===== config.mk =====
export PLATFORM = sky130hd
export DESIGN_NAME = init_ram
export DESIGN_NICKNAME = d
export VERILOG_FILES = /design/src/rtl/init_ram_pkg.sv /design/src/rtl/init_ram_seq.sv /design/src/rtl/init_ram.sv
export SDC_FILE = /design/constraint.sdc
export NUM_CORES = 2
export LEC_CHECK = 0
export CORE_MARGIN = 3
export CORE_UTILIZATION = 60
export DETAILED_ROUTE_END_ITERATION = 8
export MAX_ROUTING_LAYER = met4
export PLACE_DENSITY = 0.85
export SLEW_MARGIN = 20
export SYNTH_ARGS = -nofsm -noshare
export SYNTH_HDL_FRONTEND = slang
export SYNTH_SLANG_ARGS = --single-unit

===== constraint.sdc =====
create_clock -name clk -period 40.8 [get_ports clk]
set_clock_uncertainty 0.1 [all_clocks]
set_input_delay 8.16 -clock clk [delete_from_list [all_inputs] [get_ports clk]]
set_output_delay 8.16 -clock clk [all_outputs]
set_load 0.005 [all_outputs]

===== src/rtl/init_ram_pkg.sv =====
// init_ram_pkg -- shared types and helpers for the init_ram memory.
//   state_t     : sequencer states (INIT while loading the pattern, READY otherwise)
//   INIT_ADDR   : init_mode value selecting ram[i] = i mod 2**bits
//   INIT_ZERO   : init_mode value selecting ram[i] = 0
//   init_value  : init pattern word for a given index and mode
package init_ram_pkg;

   typedef enum logic {
      INIT  = 1'b0,
      READY = 1'b1
   } state_t;

   localparam int INIT_ADDR = 0;
   localparam int INIT_ZERO = 1;

   // Widest data word the init helper can produce. A package function cannot
   // follow the width parameter of each instance, so it returns a wide word
   // and the caller keeps the low `bits` bits. Keeping only the low bits is
   // exactly the "index mod 2**bits" rule.
   localparam int INIT_WORD_MAX = 64;

   function automatic logic [INIT_WORD_MAX-1:0] init_value(
      input logic [INIT_WORD_MAX-1:0] idx,
      input int                       mode
   );
      if (mode == INIT_ZERO) begin
         return '0;
      end
      return idx;
   endfunction

endpackage


===== src/rtl/init_ram_seq.sv =====
// init_ram_seq -- init sequencer for init_ram.
// Walks cnt from 0 to size-1, one word per cycle, after reset or after an
// init_req taken in READY. The top-level module uses the init write strobe and
// address to overwrite the array.
// Ports:
//   clk, rst   clock; asynchronous active-high reset (state=INIT, cnt=0)
//   init_req   re-initialisation request, honoured in READY only
//   busy       1 while in INIT
//   init_we    init write strobe (equal to busy)
//   init_addr  word being initialised this cycle
module init_ram_seq
   import init_ram_pkg::*;
#(
   parameter int size         = 256,
   parameter int address_size = 8
) (
   input  logic                    clk,
   input  logic                    rst,
   input  logic                    init_req,
   output logic                    busy,
   output logic                    init_we,
   output logic [address_size-1:0] init_addr
);

   // Terminal compare at size-1. cnt never wraps, so a size smaller than
   // 2**address_size stops at the last real word.
   localparam logic [address_size-1:0] LAST_ADDR = address_size'(size - 1);
   localparam logic [address_size-1:0] CNT_ONE   = address_size'(1);

   state_t                  state_q, state_d;
   logic [address_size-1:0] cnt_q, cnt_d;

   always_ff @(posedge clk or posedge rst) begin
      if (rst) begin
         state_q <= INIT;
         cnt_q   <= '0;
      end else begin
         state_q <= state_d;
         cnt_q   <= cnt_d;
      end
   end

   always_comb begin
      state_d = state_q;
      cnt_d   = cnt_q;
      case (state_q)
         INIT: begin
            if (cnt_q == LAST_ADDR) begin
               state_d = READY;
               cnt_d   = '0;
            end else begin
               cnt_d = cnt_q + CNT_ONE;
            end
         end
         READY: begin
            if (init_req) begin
               state_d = INIT;
               cnt_d   = '0;
            end
         end
         default: begin
            state_d = INIT;
            cnt_d   = '0;
         end
      endcase
   end

   assign busy      = (state_q == INIT);
   assign init_we   = busy;
   assign init_addr = cnt_q;

endmodule


===== src/rtl/init_ram.sv =====
// init_ram -- single-clock RAM with one write port, one registered read port
// and a built-in sequencer that loads a known pattern after reset or on request.
// Ports:
//   clk, rst    clock; asynchronous active-high reset (array contents not reset)
//   init_req    start re-initialisation (taken in READY only)
//   busy        1 while the init pattern is being written
//   we, wr_addr, data_in   write port (ignored while busy; writes at or past size are dropped)
//   rd_en, rd_addr         read request (ignored while busy)
//   data_out    read data, held between reads; reads at or past size return 0
//   data_valid  1-cycle strobe marking a data_out update
// Build option: INIT_RAM_OUTREG_EN adds a second output register stage
// (read latency 2, data_valid pipelined alongside).
module init_ram
   import init_ram_pkg::*;
#(
   parameter int bits         = 8,
   parameter int size         = 256,
   parameter int address_size = 8,
   parameter int init_mode    = 0
) (
   input  logic                    clk,
   input  logic                    rst,
   input  logic                    init_req,
   output logic                    busy,
   input  logic                    we,
   input  logic [address_size-1:0] wr_addr,
   input  logic [bits-1:0]         data_in,
   input  logic                    rd_en,
   input  logic [address_size-1:0] rd_addr,
   output logic [bits-1:0]         data_out,
   output logic                    data_valid
);

   generate
      if (size > (1 << address_size)) begin : g_size_check
         $error("init_ram: size must not exceed 2**address_size");
      end
      if (bits > INIT_WORD_MAX) begin : g_bits_check
         $error("init_ram: bits exceeds the init helper word width");
      end
   endgenerate

   // One extra bit so that size == 2**address_size is representable.
   localparam logic [address_size:0] SIZE_W = (address_size + 1)'(size);

   logic                    init_we;
   logic [address_size-1:0] init_addr;

   init_ram_seq #(
      .size         (size),
      .address_size (address_size)
   ) u_seq (
      .clk       (clk),
      .rst       (rst),
      .init_req  (init_req),
      .busy      (busy),
      .init_we   (init_we),
      .init_addr (init_addr)
   );

   logic [bits-1:0]          ram [size];
   logic [INIT_WORD_MAX-1:0] init_full;
   logic [bits-1:0]          init_word;
   logic                     wr_in_range, rd_in_range, rd_fire;
   logic                     mem_we;
   logic [address_size-1:0]  mem_addr;
   logic [bits-1:0]          mem_wdata;
   logic [bits-1:0]          rd_data_q, rd_data_d;
   logic                     rd_valid_q, rd_valid_d;

   // Write-port mux: the sequencer owns the array while busy; user writes
   // are only accepted in READY.
   always_comb begin
      init_full   = init_value(INIT_WORD_MAX'(init_addr), init_mode);
      init_word   = init_full[bits-1:0];
      wr_in_range = ({1'b0, wr_addr} < SIZE_W);
      rd_in_range = ({1'b0, rd_addr} < SIZE_W);
      rd_fire     = rd_en && !busy;
      if (busy) begin
         mem_we    = init_we;
         mem_addr  = init_addr;
         mem_wdata = init_word;
      end else begin
         mem_we    = we && wr_in_range;
         mem_addr  = wr_addr;
         mem_wdata = data_in;
      end
   end

   always_ff @(posedge clk) begin
      if (mem_we) begin
         ram[mem_addr] <= mem_wdata;
      end
   end

   // The read samples the array before this edge's write lands, so a
   // same-address write and read in one cycle return the old word.
   always_comb begin
      rd_valid_d = rd_fire;
      rd_data_d  = rd_data_q;
      if (rd_fire) begin
         rd_data_d = rd_in_range ? ram[rd_addr] : '0;
      end
   end

   always_ff @(posedge clk or posedge rst) begin
      if (rst) begin
         rd_data_q  <= '0;
         rd_valid_q <= 1'b0;
      end else begin
         rd_data_q  <= rd_data_d;
         rd_valid_q <= rd_valid_d;
      end
   end

`ifdef INIT_RAM_OUTREG_EN
   // The second stage runs independently of the sequencer state, so a read
   // accepted just before an init_req still drains out.
   logic [bits-1:0] out_data_q, out_data_d;
   logic            out_valid_q, out_valid_d;

   always_comb begin
      out_valid_d = rd_valid_q;
      out_data_d  = rd_valid_q ? rd_data_q : out_data_q;
   end

   always_ff @(posedge clk or posedge rst) begin
      if (rst) begin
         out_data_q  <= '0;
         out_valid_q <= 1'b0;
      end else begin
         out_data_q  <= out_data_d;
         out_valid_q <= out_valid_d;
      end
   end

   assign data_out   = out_data_q;
   assign data_valid = out_valid_q;
`else
   assign data_out   = rd_data_q;
   assign data_valid = rd_valid_q;
`endif

endmodule

==> flow_metrics.env <==
export IMPL_status="finished, final reports clean"
export IMPL_drt_wl_total_um=219000
export IMPL_worst_pin_slew_ns=1.31
export IMPL_clkTransAtPathRegs_ns=0.07
export IMPL_regArea_um2=61900
export IMPL_cp_required_ns=41.40
export IMPL_fmax_ghz=0.0762
export IMPL_post_cts_setup_buffers=0
export IMPL_cts_hold_buf=0
export IMPL_syn_nets=4062
export IMPL_p_leak_uw=0.0280
export IMPL_synth_yosys_seq_area_share_pct=76.6
export IMPL_synth_avg_cell_area_um2=20.1
export IMPL_synth_edf_count=2048
export IMPL_area_growth_pct=9.61
export IMPL_io_pins=39
export IMPL_use_met2_pct=46.6
export IMPL_grt_total_usage_pct=31.7
export IMPL_syn_inst=4032
export IMPL_vias=44419
export IMPL_wl_per_cell_um=36.3
export IMPL_cts_resized=0
export IMPL_cts_tree="yes"
export IMPL_dr_pass1_iters=9
export IMPL_synth_common_cells="edfxtp_1, mux4_2, mux2i_1"
export IMPL_grtUsageMet1_pct=39.6
export IMPL_multiInputGateArea_um2=17400
export IMPL_cts_sinks=2066
export IMPL_detailed_place_hpwl_um=119000
export IMPL_cts_made_buffers=191
export IMPL_drcViolationCount=0
export IMPL_slew_headroom_pct=12.2
export IMPL_gr_total_overflow=0
export IMPL_top_usage_layer="met2"
export IMPL_nNetsFinal=4135
export IMPL_synth_distinct_cells=73
export IMPL_rsz0062_at_grt="false"
export IMPL_drtIter0Drc=8119
export IMPL_worstSetupEndpointType="flip-flop"
export IMPL_port_buffer_count=38
export IMPL_max_vdd_ir_drop_v=0.0000925
export IMPL_reg2reg_slack_ns=36.57
export IMPL_clk_latency_ns=0.83
export IMPL_initial_core_util_pct=60.5
export IMPL_grt_antenna_before_repair=7
export IMPL_cts_htree_levels=4
export IMPL_ys_warnings_count=0
export IMPL_ys_flop_type="edfxtp_1"
export IMPL_grt_pass1_wl_um=309000
export IMPL_clk_path_buf_depth=3
export IMPL_final_hold_violation_count=0
export IMPL_yosysTopAreaCellShare_pct=76.1
export IMPL_layout_drive_gt1_share_pct=17.5
export IMPL_grtUsageMet3_pct=10.0
export IMPL_p_total_uw=5080
export IMPL_synth_async_reset_ratio_pct=0.871
export IMPL_synth_area_leaders="edfxtp_1, mux4_2, mux2i_1"
export IMPL_worstHoldPathType="reg -> reg"
export IMPL_drv_slew=0
export IMPL_num_fill_cells=7703
export IMPL_cp_max_fo=82
export IMPL_yosysMostFrequentCell="edfxtp_1"
export IMPL_root_buffer="clkbuf_16"
export IMPL_fin_crit_ns=13.12
export IMPL_arrival_ns=13.73
export IMPL_grt_start_max_net_pins=257
export IMPL_die_area_um2=139000
export IMPL_crit_type="in -> reg"
export IMPL_die_y_um=373
export IMPL_syn_cell_area_um2=80900
export IMPL_fin_crit_sh_pct=32.2
export IMPL_finalWeightedCongestion=0.940
export IMPL_vias_per_cell=7.37
export IMPL_maxCapViolCount=0
export IMPL_startpoint_type="primary input"
export IMPL_power_density_nw_per_um2=57.3
export IMPL_grt_pass1_vias=43625
export IMPL_yosys_area_top_type="edfxtp_1"
export IMPL_report_final_setup_viol=0
export IMPL_core_region_area_um2=134000
export IMPL_synth_seq_cells=2066
export IMPL_rows=134
export IMPL_die_x_um=373
export IMPL_tns_ns=0
export IMPL_drtAntennaViolNets=0
[report_power, final]
part,internal (µW),leakage [µW],switching [µW],total [µW]
clock,910,0.00281,783,1690
combinational,125,0.00643,557,681
sequential,2680,0.0188,28.2,2710
total,3720,0.0280,1370,5080
[metrics by stage]
stage                     hold WS [ns]  setup WS (ns)  area (µm²)  cells  utilization (%)
final                            0.470          27.68       88600   6031             66.3
after global routing             0.492          27.28       88600   6028             66.3
after CTS                        0.461          27.71       88500   6017             66.2
after detailed placement         0.442          26.98       82700   5676             61.9
after global placement           0.447          26.83       82700   5676             61.9
after floorplan                  0.373          25.54       80900   4032                -
[worst max-delay path: stages]
cell       delay, ns
buf_8           0.66
buf_4           0.84
buf_4           0.78
buf_4           0.85
mux4_2          0.61
a22o_1          0.25
a2111oi_0       0.65
a211o_1         0.31
nor4_1          0.08
a221o_1         0.33
[cells by family (layout without fill, tap and decap cells)]
| family | Yosys count | count (layout) | synth area share (%) |
|---|---|---|---|
| mux | 698 | 698 | 14.4 |
| flops | 2066 | 2066 | 76.6 |
| xor+xnor | 3 | 3 | 0.0325 |
| compound gates | 457 | 457 | 4.02 |
| fa+ha+maj | 1 | 1 | 0.0155 |
| buf+inv | 258 | 479 | 1.99 |
| other cells | 0 | 10 | 0 |
| simple gates | 549 | 549 | 2.92 |
[final cells by class]
class                   count  area share, %
flip-flops and latches   2066           69.9
multi-input cells        1708           19.7
clock buffers             248           5.73
well taps                1768           2.50
repair buffers            127           1.37
clock inverters            93          0.747
inverters                  11         0.0494
diodes                     10         0.0282
[registers in the layout (all words and copies together) (netlist names)]
name	flops
ram	2048
data_out	8
u_seq.init_addr	8
data_valid	1
u_seq.state_q	1
[cell usage in the layout, fill, tap and decap left out, drive strengths merged, types with 4 or more instances in the layout]
master	netlist	routed
a2111oi	26	26
a211o	11	11
a211oi	21	21
a21oi	65	65
a221o	4	4
a221oi	30	30
a22o	21	21
a22oi	41	41
a31oi	5	5
and2	8	8
and3	4	4
buf	138	93
bufinv	0	5
clkbuf	109	248
clkdlybuf4s50	0	34
clkinv	0	80
dfrtp	18	18
diode	0	10
edfxtp	2048	2048
inv	11	16
mux2	12	12
mux2i	315	315
mux4	371	371
nand2	110	110
nand2b	6	6
nand3	39	39
nand4	8	8
nor2	303	303
nor2b	13	13
nor3	28	28
nor4	7	7
o2111ai	4	4
o21ai	64	64
o221ai	60	60
o22ai	77	77
o31ai	6	6
o32ai	10	10
or3	6	6
or3b	4	4
[layer usage]
| layer | part of all wire, % | routed length, µm | vias to the layer above |
|---|---|---|---|
| met4 | 6.9 | 15100 | 0 |
| met1 | 32 | 69700 | 22277 |
| li1 | - | - | 16835 |
| met2 | 47 | 102000 | 4383 |
| met5 | 0 | 0 | - |
| met3 | 15 | 32100 | 924 |
[worst paths after layout]
path	cells after the start	endpoint	start
worst max-delay path	10	data_out[6]$_DFFE_PP0P_	rd_addr[0]
worst min-delay path	1	u_seq.init_addr[4]$_DFFE_PP0P_	u_seq.init_addr[4]$_DFFE_PP0P_
worst max register to register	4	ram[199][7]$_DFFE_PP_	u_seq.state_q$_DFF_PP0_
worst min register to register	1	u_seq.init_addr[4]$_DFFE_PP0P_	u_seq.init_addr[4]$_DFFE_PP0P_
max in group asynchronous	3	data_out[0]$_DFFE_PP0P_	rst
min in group asynchronous	3	data_valid$_DFF_PP0_	rst
Note: power is estimated with default switching activity, not from simulation.
